`config.mk`:
```
export PLATFORM = sky130hd
export DESIGN_NAME = mux_seq_n_1
export DESIGN_NICKNAME = d
export VERILOG_FILES = /design/src/rtl/mux_seq_n_1.sv
export SDC_FILE = /design/constraint.sdc
export NUM_CORES = 1
export LEC_CHECK = 0
export ABC_AREA = 1
export CAP_MARGIN = 25
export CORE_MARGIN = 2
export CORE_UTILIZATION = 40
export CTS_CLUSTER_DIAMETER = 80
export CTS_CLUSTER_SIZE = 28
export DETAILED_ROUTE_END_ITERATION = 10
export GPL_TIMING_DRIVEN = 1
export PLACE_DENSITY_LB_ADDON = 0.05
export RECOVER_POWER = 25
export SYNTH_ARGS = -nofsm -noshare
export SYNTH_HDL_FRONTEND = slang
export SYNTH_SLANG_ARGS = --single-unit
```
`constraint.sdc`:
```
create_clock -name clk -period 2.1 [get_ports clk]
set_input_delay 0.525 -clock clk [delete_from_list [all_inputs] [get_ports clk]]
set_output_delay 0.525 -clock clk [all_outputs]
set_load 0.005 [all_outputs]
```
`src/rtl/mux_seq_n_1.sv`:
```
// N-to-1 symbol-code multiplexer with a manual-select mode and a scan mode
// that emits a snapshot of channels 1..len one code per consumer acknowledge.
//
// state | meaning
// IDLE  | manual select (modo=0) or waiting for a scan start (modo=1)
// EMIT  | scan in progress, salida driven from the start-time snapshot
module mux_seq_n_1 #(
  parameter int W  = 5,
  parameter int N  = 12,
  parameter int CW = 4
) (
  input  logic            clk,
  input  logic            rst,
  input  logic [N*W-1:0]  entradas,
  input  logic            modo,
  input  logic [CW-1:0]   sel,
  input  logic            start,
  input  logic [CW-1:0]   len,
  input  logic            avance,
  output logic [W-1:0]    salida,
  output logic            valido,
  output logic            ocupado,
  output logic            fin,
  output logic [CW-1:0]   idx
);

  typedef enum logic {IDLE, EMIT} state_t;

  localparam logic [CW-1:0] N_IDX = CW'(N);

  state_t         state_q, state_d;
  logic [N*W-1:0] snap_q, snap_d;
  logic [CW-1:0]  last_q, last_d;
  logic [CW-1:0]  idx_q, idx_d;
  logic [W-1:0]   salida_q, salida_d;
  logic           valido_q, valido_d;
  logic           fin_q, fin_d;

  // Channel k lives at bits [k*W-1:(k-1)*W]; out-of-range indices give 0.
  function automatic logic [W-1:0] pick(input logic [N*W-1:0] v, input logic [CW-1:0] i);
    logic [W-1:0] r;
    r = '0;
    for (int k = 1; k <= N; k++) begin
      if (i == CW'(k)) r = v[k*W-1 -: W];
    end
    return r;
  endfunction

  always_comb begin
    state_d  = state_q;
    snap_d   = snap_q;
    last_d   = last_q;
    idx_d    = idx_q;
    salida_d = salida_q;
    valido_d = valido_q;
    fin_d    = 1'b0;
    case (state_q)
      IDLE: begin
        salida_d = '0;
        valido_d = 1'b0;
        idx_d    = '0;
        if (!modo) begin
          if (sel != '0 && sel <= N_IDX) begin
            salida_d = pick(entradas, sel);
            valido_d = 1'b1;
            idx_d    = sel;
          end
        end else if (start) begin
          if (len == '0) begin
            fin_d = 1'b1;
          end else begin
            snap_d   = entradas;
            last_d   = (len > N_IDX) ? N_IDX : len;
            idx_d    = CW'(1);
            salida_d = pick(entradas, CW'(1));
            valido_d = 1'b1;
            state_d  = EMIT;
          end
        end
      end
      EMIT: begin
        if (avance) begin
          if (idx_q < last_q) begin
            idx_d    = idx_q + CW'(1);
            salida_d = pick(snap_q, idx_q + CW'(1));
          end else begin
            state_d  = IDLE;
            idx_d    = '0;
            salida_d = '0;
            valido_d = 1'b0;
            fin_d    = 1'b1;
          end
        end
      end
      default: state_d = IDLE;
    endcase
  end

  always_ff @(posedge clk) begin
    if (rst) begin
      state_q  <= IDLE;
      snap_q   <= '0;
      last_q   <= '0;
      idx_q    <= '0;
      salida_q <= '0;
      valido_q <= 1'b0;
      fin_q    <= 1'b0;
    end else begin
      state_q  <= state_d;
      snap_q   <= snap_d;
      last_q   <= last_d;
      idx_q    <= idx_d;
      salida_q <= salida_d;
      valido_q <= valido_d;
      fin_q    <= fin_d;
    end
  end

  assign salida  = salida_q;
  assign valido  = valido_q;
  assign idx     = idx_q;
  assign fin     = fin_q;
  assign ocupado = (state_q == EMIT);

endmodule

```
# After elaboration in Yosys (flattened, before gate mapping)
# Index checks and enable logic that the tools add are counted.
# totals
out_inout_bits,12
inputBits,73
reg_bits,76
elab_cells,100
# classes
eq_ne,26
add_sub_neg,1
bitwise,2
n_reduce_logical,5
magnitude_cmp,3
n_mux,56
# ops
op,n
$mux W5,30
$eq A4 B4 Y1 const B,10
$eq A4 B3 Y1 const B,8
$mux W4,5
$eq A4 B2 Y1 const B,4
$mux W1,16
$pmux W5 S2,1
$eq A4 B1 Y1 const B,2
$pmux W4 S2,1
$pmux W1 S2,3
$add A4 B1 Y4 const B,1
$gt A4 B4 Y1 const B,1
$le A4 B4 Y1 const B,1
$logic_not A4 Y1,1
$lt A4 B4 Y1,1
$ne A2 B2 Y1 const B,2
$reduce_and A4 Y1,1
$reduce_bool A4 Y1,1
$not A1 Y1,2
$reduce_and A2 Y1,1
$logic_and A1 B1 Y1,1

# Depth between registers and ports, before layout
# Gate-level depths: netlist (run 1).
# logic_depth
word_depth,17
mapped_depth,19
mapped_depth_nobuf,19

# Worst setup path after synthesis (run 1)
# Ideal clock, no wire load.
# synth_timing
path_kind,flip-flop to flip-flop
startpoint,"register idx_q[1], in the netlist idx[1]"
endpoint,"register salida_q[0], in the netlist salida[0]"
setup_time_ps,122
path_buffers,1
required_time_ps,1978
slack_ps,201
arrival_time_ps,1777
path_stages_with_launch,15
synth_period_minus_slack_ps,1899
path_cell_list,dfxtp_1 ha_1 xnor2_2 inv_2 nor2_1 buf_4 nand2_1 o21ai_0 inv_1 nand2_1 nand2_1 nand2_1 nand2_1 nand2_1 a21oi_2
# synth_between
elab_chain_cells,17
word_cells_on_any_way,29
classes_between,1 x add/sub; 1 x order compare; 12 x eq/ne; 15 x mux
# synth_rtl
item,line_no,source
start: declaration,34,"logic [CW-1:0] idx_q, idx_d;"
start signal: assignment,112,idx_q <= idx_d;
$add A4 B1 Y4,85,"salida_d = pick(snap_q, idx_q + CW'(1));"
$eq A4 B1 Y1,44,if (i == CW'(k)) r = v[k*W-1 -: W];
$mux W5 (12 in series),44,
$mux W5 *,83,if (idx_q < last_q) begin
$mux W5 *,82,if (avance) begin
$pmux W5 S2 *,57,case (state_q)
end signal: assignment,113,salida_q <= salida_d;
end: declaration,35,"logic [W-1:0] salida_q, salida_d;"
# Mark *: on every way between the ends. The rest lies on a longest branch, timed or not. The select of a mux whose other input is x is not followed.
# A chain may end at the register's enable or synchronous reset.

# Worst setup path after layout (run 1)
# layout_timing
startpoint,"register idx_q[0], in the netlist idx[0]"
endpoint,"register salida_q[2], in the netlist salida[2]"
# Same word-level chain as after synthesis.

==> summary.md, run 1 <==
| Metric | Value |
|---|---|
| Status | `finished, final reports clean` |
| Reg2reg end | `salida[2]` |
| Post-route non-filler standard cell count | `991` |
| Core area | `10790 um2` |
| Clock Pin Slew Worst Setup and Hold Paths | `80 ps` |
| DP Cell Count | `970` |
| Total GRT Usage | `26.02%` |
| Largest net degree at the start of global routing | `65` |
| Clock skew | `6.814 ps` |
| CP Class | `reg -> reg` |
| Worst reg-to-reg path cell count | `19` |
| Mapped Area | `4403 um2` |
| Io pins | `85` |
| Crit path largest cell delay | `370 ps` |
| Crit start category | `flop` |
| Crit. End Element | `flop` |
| DRC Markers | `0` |
| Clock Latency Late Sink | `360 ps` |
| Final core utilization | `57.54%` |
| WL final | `14.86 mm` |
| ANT nets after route | `0` |
| Setup-failing EPs final | `0` |
| Ant diodes | `0` |
| Dpl hpwl | `11.25 mm` |
| CTS Buffer Depth | `2` |
| Nets | `927` |
| Reg2reg setup slack | `7 ps` |
| RR Startpoint | `idx[0]` |
| Routed len/inst | `15.00 um` |
| Main synth FF type | `dfxtp_1` |
| DR pass1 iterations | `5` |
| Top-count cell post-synth | `nand2_1` |
| Post-synth top cells | `nand2_1 (159), nor2_1 (133), o21ai_0 (80)` |
| CP arrival | `2350 ps` |
| Fin Setup TNS | `0 ps` |
| Die ar. | `11860 um2` |
| Antenna violations before repair | `0` |
| # rows | `38` |
| Ratio of cells with drive above 1 in the final layout | `16.22%` |
| First-pass GRT wire length | `23.45 mm` |
| Area leader, netlist | `dfxtp_1` |
| RSZ-0062 raised after global routing | `yes` |
| Hold Worst Slack | `460.7 ps` |
| Clk sink count | `76` |
| Yosys warns | `0` |
| Critical Path End | `salida[2]` |
| Hold Vio Cnt, Final | `0` |
| Synth unique cells | `39` |
| Slowest CP cell | `dfxtp_4` |
| Gpl congestion | `0.8794` |
| Starting density of the core | `40.80%` |
| Sequential share of the synthesized area | `34.56%` |
| Number of max-cap violations | `0` |
| CTS Buf Count | `9` |
| DR iter-0 viols | `331` |
| PwrDens | `615.4 nW/um2` |
| Cell mode on critical path | `nand2_1` |
| CP startpoint | `idx[0]` |
| Chip Height | `108.9 um` |
| Vias in the first global route | `4655` |
| CTS tree | `done` |
| CP max FO | `5` |
| Max-slew headroom | `68.70%` |
| Worst-margin pin slew | `469.0 ps` |
| Static Leakage | `2.803 nW` |
| Crit-path cells | `ha_4 > xnor2_4 > inv_2 > nand2_4 > inv_8 > nand2_8 > nand2_1 > inv_1 > nand2_2 > nand2_2 > nand2_1 > nand2_1 > nand2_1 > nand2_1 > nand2_1 > nand2_1 > nand2_2 > nand2_2 > a21oi_2` |
| Syn_area_per_cell | `6.219 um2` |
| Ranking of synthesized cells by area | `dfxtp_1 (35%), nand2_1 (14%), nor2_1 (11%)` |
| Synthesized instance count | `708` |
| Fraction of registers with async set/reset | `0%` |
| Post-layout min period | `2093 ps` |
| Worst vdd ir | `0.3484 mV` |
| Synthesized flop and latch total | `76` |
| Worst endpoint required time | `2360 ps` |
| H-tree depth | `3` |
| Vias per std cell | `4.977` |
| GRT Residual Overflow | `0` |
| CTS Root Cell | `clkbuf_8` |
| Vias | `4932` |
| Synth Net Count | `788` |
| Overall Power | `3.821 mW` |
| Area Overhead vs Synth | `41.03%` |
| Die W | `108.9 um` |
| Number of enable flip-flop cells after synthesis | `0` |
| Final period utilization | `99.65%` |
| Fmax | `0.4779 GHz` |
| Synth top area share | `34.56%` |
| Max-slew violation count | `0` |
| Hold Crit Class | `reg -> reg` |
| Port bufs | `84` |
routing by layer:
metal	track usage [%]	share of wire (%)
met5	0	0
met2	43.61	46
met3	3.706	5.6
met4	9.890	2.6
met1	33.77	45
flip-flops by register name, summed over array words and instances (netlist names):
name / count
snap_q: 60
salida: 5
idx: 4
last_q: 4
fin: 1
ocupado: 1
valido: 1
cell type report:
cell class / count / area (um2)
Clock buffer: 14 / 182.7
Clock inverter: 1 / 5.005
Fill cell: 1074 / 4583
Inverter: 83 / 319.1
Multi-Input combinational cell: 521 / 2550
Sequential cell: 76 / 1530
Tap cell: 140 / 175.2
Timing Repair Buffer: 156 / 1448
worst min-delay path by stage:
stage,slack (ps),depth (start not counted),endpoint,start
5_1_grt,480,2,snap_q[57],snap_q[57]
6_report,460,2,snap_q[56],snap_q[56]
4_1_cts,460,2,snap_q[56],snap_q[56]
3_3_place_gp,440,2,snap_q[56],snap_q[56]
2_1_floorplan,430,2,snap_q[55],snap_q[55]
3_5_place_dp,450,2,snap_q[56],snap_q[56]
where the power goes:
part / switching, mW / internal, mW / leakage (nW)
Combinational: 0.593 / 0.509 / 2.08
Clock: 0.549 / 0.552 / 0.0986
Sequential: 0.0648 / 1.55 / 0.627
Total: 1.21 / 2.61 / 2.80
through the flow:
| stage | setup slack (ps) | instance area (um2) |
|---|---|---|
| after floorplan | 201.4 | 4403 |
| after global placement | -471.4 | 5828 |
| after detailed placement | -505.7 | 5828 |
| after CTS | -13.02 | 6106 |
| after global routing | -132.3 | 6210 |
| final | 7.445 | 6210 |
critical path: cells and delay by family (launching register included):
family | cells | cell delay, ps
compound gates | 1 | 40
xor+xnor | 1 | 230
fa+ha+maj | 1 | 180
buf+inv | 3 | 220
flops | 1 | 370
simple gates | 13 | 920
cells in the final DEF (no fill, tap or decap), types with 2 or more instances in the layout:
| cell type | Yosys | routed |
|---|---|---|
| nand4_1 | 17 | 17 |
| inv_1 | 77 | 75 |
| o21ai_1 | 2 | 2 |
| clkdlybuf4s50_1 | 0 | 80 |
| nand3_1 | 49 | 47 |
| buf_4 | 2 | 63 |
| a21oi_2 | 5 | 6 |
| inv_2 | 4 | 6 |
| or2_1 | 5 | 5 |
| a21oi_1 | 34 | 33 |
| nor2_1 | 133 | 133 |
| or2_0 | 3 | 3 |
| nand2_1 | 159 | 139 |
| nand2_2 | 3 | 23 |
| o22ai_1 | 2 | 2 |
| buf_12 | 0 | 3 |
| dfxtp_4 | 0 | 2 |
| nand3_2 | 1 | 2 |
| dlygate4sd2_1 | 0 | 4 |
| o21ai_0 | 80 | 80 |
| buf_6 | 1 | 3 |
| ha_4 | 0 | 2 |
| nor3_1 | 2 | 2 |
| nand2_4 | 2 | 3 |
| a31oi_1 | 4 | 4 |
| clkbuf_8 | 0 | 13 |
| dfxtp_1 | 76 | 73 |
| ha_1 | 7 | 5 |
kinds of logic (layout without fill, tap and decap cells):
group,after synthesis,in the layout,synth area share [%]
flops,76,76,34.56
compound gates,133,133,16.08
fa+ha+maj,7,7,1.989
buf+inv,112,254,10.23
xor+xnor,1,1,0.3695
simple gates,379,380,36.77
what timing repair did:
action                     in CTS  in global routing
hold buffers                    0                  0
pin swaps                      11                 21
setup endpoints to repair       5                  5
cloned                          1                  2
buffers inserted                2                  1
resized for setup              21                 24
Note: power is estimated with default switching activity, not from simulation.
==> run 2: changes to the inputs <==
- CAP_MARGIN: 25 -> 20
- CORE_ASPECT_RATIO: unset -> 1.4
- PLACE_DENSITY: unset -> 0.73
- PLACE_DENSITY_LB_ADDON: 0.05 -> unset
==> summary.md, run 2 (same netlist as run 1, synthesis figures left out) <==
| Metric | Value |
|---|---|
| DR iter-0 viols | `238` |
| Footprint of the multi-input gates | `2601 um2` |
| Routed len/inst | `15.03 um` |
| Final core utilization | `59.00%` |
| CTS Root Cell | `clkbuf_16` |
| # rows | `45` |
| Antenna violations before repair | `0` |
| Setup-failing EPs final | `1` |
| WL final | `14.88 mm` |
| Hold Buf Count CTS | `0` |
| Setup WS post-layout | `-20.76 ps` |
| Crit start category | `primary input` |
| Vias | `5067` |
| Hold depth | `2` |
| Met3 usage | `4.762%` |
| Max-slew violation count | `0` |
| Status | `finished with violations` |
| Clock Latency Late Sink | `340 ps` |
| Failing checks | `setup timing` |
| Final period utilization | `101.0%` |
| Worst vdd ir | `0.4159 mV` |
| PwrDens | `678.9 nW/um2` |
| CTS tree | `done` |
| Area Overhead vs Synth | `44.87%` |
| Dpl hpwl | `11.04 mm` |
| Clk sink count | `76` |
| Total GRT Usage | `25.25%` |
| CP startpoint | `sel[3]` |
| Post-route cell area | `6379 um2` |
| Clock skew | `3.571 ps` |
| Met2 usage | `45.47%` |
| Post-layout min period | `2121 ps` |
| Commonest non-fill, non-tap cells in the layout | `nand2_1 (142), nor2_1 (128), dfxtp_1 (74)` |
| Ant diodes | `0` |
| Fillcell total | `1014` |
| Vias in the first global route | `4882` |
| Gpl congestion | `0.9288` |
| Worst endpoint required time | `2330 ps` |
| DRC Markers | `0` |
| Hold Vio Cnt, Final | `0` |
| Number of max-cap violations | `0` |
| HP Start | `last_q[3]` |
| RR Startpoint | `idx[0]` |
| Die W | `92.67 um` |
| CP Class | `in -> reg` |
| Vias per std cell | `5.118` |
| Port bufs | `84` |
| CTS Buffer Depth | `2` |
| Leading cell type in the layout, fill and taps excluded | `nand2_1` |
| DP Worst Slack | `-416.0 ps` |
| Io pins | `85` |
| Chip Height | `128.1 um` |
| DR pass1 iterations | `5` |
| Die ar. | `11870 um2` |
| Largest register FFs | `60` |
| Worst-margin pin slew | `340.3 ps` |
| H-tree depth | `3` |
| Post-route non-filler standard cell count | `990` |
| Largest net degree at the start of global routing | `65` |
| Placed inst area | `5804 um2` |
| Worst reg-to-reg path cell count | `17` |
| Fmax | `0.4715 GHz` |
| Busiest layer in global routing | `met2` |
| Overall Power | `4.330 mW` |
| Register area | `1529 um2` |
| Met1 Usage GRT | `29.16%` |
| Static Leakage | `2.904 nW` |
| Largest Register | `snap_q` |
| Ratio of cells with drive above 1 in the final layout | `17.90%` |
| DP Cell Count | `966` |
| Crit. End Element | `flop` |
| CP arrival | `2350 ps` |
| RSZ-0062 raised after global routing | `yes` |
| Clock Pin Slew Worst Setup and Hold Paths | `60 ps` |
| Max-slew headroom | `77.23%` |
| First-pass GRT wire length | `23.52 mm` |
| Hold Crit Class | `reg -> reg` |
| CTS Buf Count | `9` |
| GRT Residual Overflow | `0` |
| CP max FO | `3` |
| ANT nets after route | `0` |
| Core area | `10810 um2` |
| Nets | `924` |
| Starting density of the core | `40.73%` |
## run 2: changes by cell type in the layout (fill, tap and decap cells not counted), sizes merged
cell and change:
clkbuf -2, dlygate4sd2 -2, dlymetal6s2s +1, clkinv +3, dlygate4sd3 +8, bufinv +1
clkdlybuf4s50 -7, buf -4
## run 2: worst paths after layout
check | slack (ps) | to
max | -20 | salida[4]
min | 470 | last_q[3]
max reg2reg | 30 | salida[2]
min reg2reg | 470 | last_q[3]
## run 2: power by group
group,leakage (nW),switching (mW),total (mW),internal [mW]
Combinational,2.12,0.603,1.11,0.509
Clock,0.155,0.620,1.60,0.977
Sequential,0.626,0.0668,1.62,1.56
## run 2: cell type report
type | count | share of cell area [%]
inverter | 83 | 5.002
timing repair buffer | 153 | 22.73
sequential | 76 | 23.97
clock inverter | 5 | 0.7846
clock buffer | 11 | 3.962
tap | 141 | 2.766
multi-input combinational | 521 | 40.78
## run 2: per-stage QoR
| step | setup TNS, ps | hold WS, ps |
|---|---|---|
| after global routing | -541.2 | 479.7 |
| final | -20.76 | 465.8 |
| after detailed placement | -12110 | 458.5 |
| after CTS | -7.461 | 466.2 |
| after global placement | -11210 | 446.5 |
| after floorplan | 0 | 429.7 |
## run 2: per-layer routing
layer / wire [um] / up-vias
met2: 7592 / 176
met1: 5933 / 2320
met5: 0 / -
met3: 859 / 31
met4: 490 / 0
li1: - / 2540
## run 2: critical path: stages
cell,delay (ps)
clkdlybuf4s50_1,480
inv_1,60
nand2_2,110
nor2_2,60
buf_4,130
nand2_1,60
nand3_2,80
a21oi_2,120
nand3_1,80
o21ai_1,80
nand4_1,120
nor2_1,110
nand3_1,90
a21oi_2,160
a21oi_2,70
## run 2: timing repair
item / 4_1_cts / 5_1_grt
pin swaps: 5 / 30
cloned: 0 / 2
setup buffers: 1 / 5
endpoints found under the hold margin: 0 / 0
gates resized for setup: 10 / 61
endpoints found under the setup margin: 5 / 8
==> run 3: changes to the inputs <==
- SLEW_MARGIN: unset -> 10
==> results of run 3 <==
No change in the layout: final DEF, timing and power equal those of run 2.
